$ cat src/rtl/mem_arbiter.sv
// Memory arbiter: shares one memory-controller port between instruction
// fetch (IC) and load/store (LS), one transaction at a time, with
// round-robin tie breaking, an IO back-pressure stall for LS writes and
// fetch cancellation on flush.
//
// state   | meaning
// IDLE    | no transaction; grant an eligible requester
// BUSY_IC | fetch issued to the controller, waiting for mc_ready
// BUSY_LS | load/store issued to the controller, waiting for mc_ready
// DONE    | completion pulse to the owner, requests ignored
module mem_arbiter (
    input  logic        clk_in,
    input  logic        rst_in,
    input  logic        rdy_in,
    input  logic        ic_req,
    input  logic [31:0] ic_addr,
    output logic        ic_done,
    output logic [31:0] ic_data,
    input  logic        ls_req,
    input  logic        ls_wr,
    input  logic [2:0]  ls_len,
    input  logic [31:0] ls_addr,
    input  logic [31:0] ls_value,
    output logic        ls_done,
    output logic [31:0] ls_data,
    input  logic        io_buffer_full,
    input  logic        flush,
    output logic        mc_waiting,
    output logic        mc_wr,
    output logic [2:0]  mc_len,
    output logic [31:0] mc_addr,
    output logic [31:0] mc_value,
    input  logic        mc_ready,
    input  logic [31:0] mc_result
);

    typedef enum logic [1:0] {
        IDLE    = 2'd0,
        BUSY_IC = 2'd1,
        BUSY_LS = 2'd2,
        DONE    = 2'd3
    } state_t;

    state_t      state_q, state_d;
    logic        last_ls_q, last_ls_d;
    logic        owner_ls_q, owner_ls_d;
    logic        cancel_q, cancel_d;
    logic        first_q, first_d;
    logic        same_q, same_d;
    logic        prev_valid_q, prev_valid_d;
    logic [31:0] data_q, data_d;
    logic        wr_q, wr_d;
    logic [2:0]  len_q, len_d;
    logic [31:0] addr_q, addr_d;
    logic [31:0] value_q, value_d;

    logic        ls_eligible;
    logic        ic_eligible;
    logic        grant_ls;
    logic        grant_ic;
    logic        req_wr;
    logic [2:0]  req_len;
    logic [31:0] req_addr;
    logic [31:0] req_value;

    // Eligibility, round-robin pick and the request fields of the winner.
    // An LS write to the IO window (addr[17:16]=11) waits while the IO FIFO
    // is full so that a fetch is not blocked behind it.
    always_comb begin
        ls_eligible = ls_req && !(ls_wr && (ls_addr[17:16] == 2'b11) && io_buffer_full);
        ic_eligible = ic_req && !flush;
        grant_ls    = ls_eligible && (!ic_eligible || !last_ls_q);
        grant_ic    = ic_eligible && !grant_ls;
        req_wr      = 1'b0;
        req_len     = 3'b010;
        req_addr    = ic_addr;
        req_value   = 32'h0;
        if (grant_ls) begin
            req_wr    = ls_wr;
            req_len   = ls_len;
            req_addr  = ls_addr;
            req_value = ls_value;
        end
    end

    // Next-state logic; everything holds while rdy_in is low.
    always_comb begin
        state_d      = state_q;
        last_ls_d    = last_ls_q;
        owner_ls_d   = owner_ls_q;
        cancel_d     = cancel_q;
        first_d      = first_q;
        same_d       = same_q;
        prev_valid_d = prev_valid_q;
        data_d       = data_q;
        wr_d         = wr_q;
        len_d        = len_q;
        addr_d       = addr_q;
        value_d      = value_q;
        if (rdy_in) begin
            case (state_q)
                IDLE: begin
                    if (grant_ls || grant_ic) begin
                        state_d      = grant_ls ? BUSY_LS : BUSY_IC;
                        owner_ls_d   = grant_ls;
                        cancel_d     = 1'b0;
                        first_d      = 1'b1;
                        // Latches still hold the previous transaction here.
                        same_d       = prev_valid_q &&
                                       ({req_wr, req_len, req_addr, req_value} ==
                                        {wr_q, len_q, addr_q, value_q});
                        prev_valid_d = 1'b1;
                        wr_d         = req_wr;
                        len_d        = req_len;
                        addr_d       = req_addr;
                        value_d      = req_value;
                    end
                end
                BUSY_IC, BUSY_LS: begin
                    first_d = 1'b0;
                    if ((state_q == BUSY_IC) && flush) begin
                        cancel_d = 1'b1;
                    end
                    if (mc_ready) begin
                        // A first-cycle answer to a repeated request carries no
                        // fresh data; the earlier result is still in data_q.
                        if (!(first_q && same_q)) begin
                            data_d = mc_result;
                        end
                        last_ls_d = (state_q == BUSY_LS);
                        state_d   = DONE;
                    end
                end
                DONE: begin
                    state_d = IDLE;
                end
                default: begin
                    state_d = IDLE;
                end
            endcase
        end
    end

    // State and latch registers with synchronous reset.
    always_ff @(posedge clk_in) begin
        if (rst_in) begin
            state_q      <= IDLE;
            last_ls_q    <= 1'b0;
            owner_ls_q   <= 1'b0;
            cancel_q     <= 1'b0;
            first_q      <= 1'b0;
            same_q       <= 1'b0;
            prev_valid_q <= 1'b0;
            data_q       <= 32'h0;
            wr_q         <= 1'b0;
            len_q        <= 3'b000;
            addr_q       <= 32'h0;
            value_q      <= 32'h0;
        end else begin
            state_q      <= state_d;
            last_ls_q    <= last_ls_d;
            owner_ls_q   <= owner_ls_d;
            cancel_q     <= cancel_d;
            first_q      <= first_d;
            same_q       <= same_d;
            prev_valid_q <= prev_valid_d;
            data_q       <= data_d;
            wr_q         <= wr_d;
            len_q        <= len_d;
            addr_q       <= addr_d;
            value_q      <= value_d;
        end
    end

    // A flush seen during the fetch or in its DONE cycle drops ic_done.
    assign ic_done    = (state_q == DONE) && !owner_ls_q && !cancel_q && !flush;
    assign ls_done    = (state_q == DONE) && owner_ls_q;
    assign ic_data    = data_q;
    assign ls_data    = data_q;
    assign mc_waiting = (state_q == BUSY_IC) || (state_q == BUSY_LS);
    assign mc_wr      = wr_q;
    assign mc_len     = len_q;
    assign mc_addr    = addr_q;
    assign mc_value   = value_q;

endmodule

$ cat config.mk
export PLATFORM = sky130hd
export DESIGN_NAME = mem_arbiter
export DESIGN_NICKNAME = d
export VERILOG_FILES = /design/src/rtl/mem_arbiter.sv
export SDC_FILE = /design/constraint.sdc
export NUM_CORES = 1
export LEC_CHECK = 0
export CORE_MARGIN = 2
export CORE_UTILIZATION = 30
export DETAILED_ROUTE_END_ITERATION = 10
export GPL_ROUTABILITY_DRIVEN = 0
export GPL_TIMING_DRIVEN = 0
export PLACE_DENSITY = 0.66
export SKIP_CTS_REPAIR_TIMING = 1
export SYNTH_ARGS = -nofsm -noshare
export SYNTH_HDL_FRONTEND = slang
export SYNTH_SLANG_ARGS = --single-unit
export TNS_END_PERCENT = 1
$ cat constraint.sdc
create_clock -name clk_in -period 4.5 [get_ports clk_in]
set_input_delay 0.9 -clock clk_in [delete_from_list [all_inputs] [get_ports clk_in]]
set_output_delay 0.9 -clock clk_in [all_outputs]
set_load 0.05 [all_outputs]
Word-level counts from Yosys, hierarchy flattened
Index checks and enable logic that the tools add are counted.
{ "word_totals": {"reg_bits": 108, "latchBits": 0, "ram_bits": 0, "mem_bits_ro": 0, "input_bits": 140, "output_inout_bits": 135, "memories": 0} }
{ "classes": {"n_addsub": 0, "multipliers": 0, "div_mod_pow": 0, "order_cmp": 0, "n_eq_ne": 8, "n_shift": 0, "mux": 13, "bitwise_logic": 1, "n_reduce_logical": 32} }
{ "op_table": {"columns": ["op", "n"], "rows": [
  ["$eq 68x68->1", 1],
  ["$mux 32", 2],
  ["$logic_and 1x1->1", 13],
  ["$reduce_and 3->1", 4],
  ["$reduce_and 4->1", 2],
  ["$logic_not 1->1", 7],
  ["$eq 2x2->1 const B", 3],
  ["$mux 2", 3],
  ["$ne 2x2->1 const B", 3],
  ["$pmux 2 s3", 1],
  ["$mux 1", 4],
  ["$pmux 1 s2", 2],
  ["$logic_or 1x1->1", 3],
  ["$mux 3", 1],
  ["$eq 2x1->1 const B", 1],
  ["$logic_not 2->1", 1],
  ["$reduce_bool 2->1", 1],
  ["$reduce_or 2->1", 1],
  ["$not 1->1", 1]
]} }

Depth between registers and ports, before layout
{ "depth": {"depth_word": 11, "mapped_depth": 11, "ltp_nobuf": 9} }

Least setup slack after synthesis
No wires, ideal clock.
{ "synth_path": {"kind": "input -> output", "startpoint": "input flush", "endpoint": "output ic_done", "arrival_time_ns": 2.543, "required_time_ns": 3.600, "setup_slack_ns": 1.057, "stages": 1, "cell_sequence": "nor4b_1"} }
{ "synth_between": {"elab_chain_len": 2} }
{ "synth_rtl": {"columns": ["element", "line_no", "source"], "rows": [
  ["start, declared", "27", "input logic flush,"],
  ["$logic_not 1->1", "176", "assign ic_done = (state_q == DONE) && !owner_ls_q && !cancel_q && !flush;"],
  ["$logic_and 1x1->1", "176", null],
  ["end, declared", "17", "output logic ic_done,"]
]} }
Every way passes these cells.

Worst setup path after layout
{ "layout_path": {"startpoint": "input ls_wr", "endpoint": "register same_q"} }
{ "layout_between": {"elab_chain_len": 9, "word_cells_on_any_way": 15, "cone_classes": "eq/ne: 1; mux: 4; reduce/logical: 10"} }
{ "layout_rtl": {"columns": ["element", "line_no", "source"], "rows": [
  ["start, declared", "20", "input logic ls_wr,"],
  ["parallel branches: the longest is 9 deep, another holds $eq 68x68->1", null, null],
  ["end signal, assigned", "165", "same_q <= same_d;"],
  ["end, declared", "49", "logic same_q, same_d;"]
]} }
Several ways; the timed one is not identified.
A chain may end at the register's enable or synchronous reset.

==> metrics.txt <==
status finished, final reports clean; Layout area overhead 57.3%; H-tree depth 3; number of synthesized flops with an enable pin 0; RSZ-0062 raised after global routing no; Synth area leaders dfxtp_1, nand2_1, a21oi_1, buf_4, nor2_1; share of cells above drive strength 1 0.0679; final std cells w/o fill ~1300; Max Cap Viol 0; CP Buf/Inv Count 3; slew margin rel. 0.481; Top Metal Used met4; Req. time, crit path ~4.8 ns; share of the synthesized area in the top cell type 0.365; Std-Cell Rows 51; startpoint types input port; CP Max Fanout 10; CP arrival 4.43 ns; router iterations before antenna repair 6; crit-path leading delay family buffers and inverters; Tcrit/Tclk final 0.930; Worst path max stage delay between 0.5 and 0.6 ns; Total Power 0.00305 W; crit path capture type flop; Die Width 144 um; worst r2r src last_ls_q; most common cell after layout, fill and taps aside clkdlybuf4s50_1; io pins 275; Inserted Diodes 0; commonest cells after routing, fill and taps aside clkdlybuf4s50_1, nand2_1, dfxtp_1; min Tclk post-route 4.19 ns; core area between 15000 and 20000 um2; Total GRT Usage 0.237; Clock transition at path regs 0.07 ns; Leak Pwr 3.29 nW; kind of critical path input port to flop; CTS Buf Count 9; initial antenna violation count 0; global-route wire length before repair 36.9 mm; Post-Syn Area between 5000 and 6000 um2; fin nets about 1200; Synth area leader dfxtp_1; CTS root buf clkbuf_16; PwrDens 327 nW/um2; M1 WL 10.9 mm; drt total wl approximately 25 mm; synth warn 0; Final Slew Violations 0; Async SR Flop Fraction 0; crit path cell chain clkdlybuf4s50_1 > nand4_1 > nand3_1 > clkbuf_1 > buf_1 > nor2_1 > a21oi_1 > a2111oi_1 > nand4_1 > o21ai_1; metal2 WL 12.0 mm; first-iteration detailed-routing DRC count approximately 550; CTS Sinks 108; die area 20900 um2; Hold Violations, Final 0; vias in the first global route between 6000 and 7000; CTS max path bufs 2; Port Buffer Count 272; DR vias/cell approximately 5.1; Final ANT Viol Nets 0; largest net degree at the start of global routing 17; die height 144 um; Hold Startpoint ic_data[27]; total number of vias 6701; Synth Flop Type dfxtp_1; Cells after DPL 1294; # DRC 0; cell depth of the worst hold path 2; post-synthesis sequential area ratio 0.365; clk_lat worst skew 0.35 ns; Mean Syn Cell Area 7.82 um2; #FFs+latches synth 108; CTS tree done; final hold slack 0.468 ns; Distinct cells, synth 62; Synth Instances 757; Final Skew 0.00630 ns; Slew @ Worst Pin 0.779 ns; setup violators final 0; post-route setup TNS 0 ns; cell repeated most along the worst path nand4_1; Max IR drop VDD 0.000195 V; reg2reg path depth 9; worst reg2reg setup slack 1.26 ns; post-DP HPWL 19.6 mm; grt ovf 0; Tightest Hold Check Type flop to flop; Crit-path slowest cell clkbuf_1; routed len/inst a little under 20 um; Initial Util 0.305; Hold Crit Endpoint ic_data[27]; worst reg2reg endpoint same_q; Max Fclk 0.239 GHz; Syn Nets 901; WL met3 around 2.1 mm
-- how the worst max path moves through the flow --
stage | from | endpoint | slack, ns | cells past startpoint
3_5_place_dp | ls_wr | same_q | 0.14 | 10
6_report | ls_wr | same_q | 0.31 | 10
4_1_cts | ls_wr | same_q | 0.46 | 10
5_1_grt | ls_wr | same_q | 0.13 | 10
2_1_floorplan | flush | ic_done | 1.06 | 1
3_3_place_gp | ls_wr | same_q | 0.05 | 10
-- cells by family (layout without fill, tap and decap cells) --
logic type / Yosys count / in the layout / synth area share
simple gates: 294 / 294 / 0.228
compound gates: 182 / 182 / 0.201
buf+inv: 109 / 397 / 0.100
flops: 108 / 108 / 0.365
xor+xnor: 39 / 39 / 0.0577
mux: 21 / 21 / 0.0393
fa+ha+maj: 4 / 4 / 0.00846
-- synth_stat cells, types with 5 or more instances --
| cell type | count |
|---|---|
| a311oi_1 | 13 |
| nor2_1 | 61 |
| o22ai_1 | 9 |
| mux2i_2 | 6 |
| a2111oi_0 | 5 |
| nand3b_1 | 9 |
| nand3_1 | 41 |
| clkbuf_1 | 32 |
| dfxtp_1 | 108 |
| xnor2_1 | 22 |
| a21oi_1 | 76 |
| mux2i_1 | 15 |
| nand4_1 | 9 |
| buf_4 | 33 |
| a31oi_1 | 8 |
| inv_1 | 28 |
| a211oi_1 | 22 |
| xor2_1 | 17 |
| nand2_1 | 138 |
| o21ai_0 | 10 |
| buf_2 | 6 |
| nand2b_1 | 5 |
| nor4_1 | 7 |
-- report_power, final --
part           total, W  switching [W]  internal (W)
Sequential      0.00110      0.0000769       0.00102
Clock          0.000910       0.000377      0.000533
Combinational   0.00104       0.000634      0.000404
-- stage by stage --
| step | utilization | instance area [um2] | setup slack [ns] |
|---|---|---|---|
| floorplan | - | 5920 | 1.06 |
| finish | 0.480 | 9310 | 0.314 |
| CTS | 0.480 | 9310 | 0.460 |
| detailed placement | 0.462 | 8970 | 0.141 |
| global placement | 0.462 | 8970 | 0.0510 |
| global route | 0.480 | 9310 | 0.126 |
-- sequential cells by signal, summed over array words and instances (netlist names), 2 cells and up --
name	cells
mc_len	3
mc_addr	32
ic_data	32
mc_value	32
state_q	2
-- area by class of cell --
class / instances / area (um2)
Fill cell: 1943 / 10100
Multi-Input combinational cell: 540 / 3160
Timing Repair Buffer: 272 / 2720
Sequential cell: 108 / 2160
Buffer: 80 / 482
Tap cell: 265 / 332
Clock buffer: 12 / 267
Inverter: 29 / 111
Clock inverter: 4 / 70.1
-- metal layers --
layer / track usage / vias to the layer above
met1: 0.320 / 3163
met5: 0 / -
li1: - / 3200
met2: 0.384 / 310
met4: 0.0710 / 0
met3: 0.0421 / 28
-- worst min-delay path: stages, from the launching register on --
cell     delay [ns]
dfxtp_1        0.32
nand2_1        0.05
a21oi_1        0.05
Power figures use the tool's default switching activity.
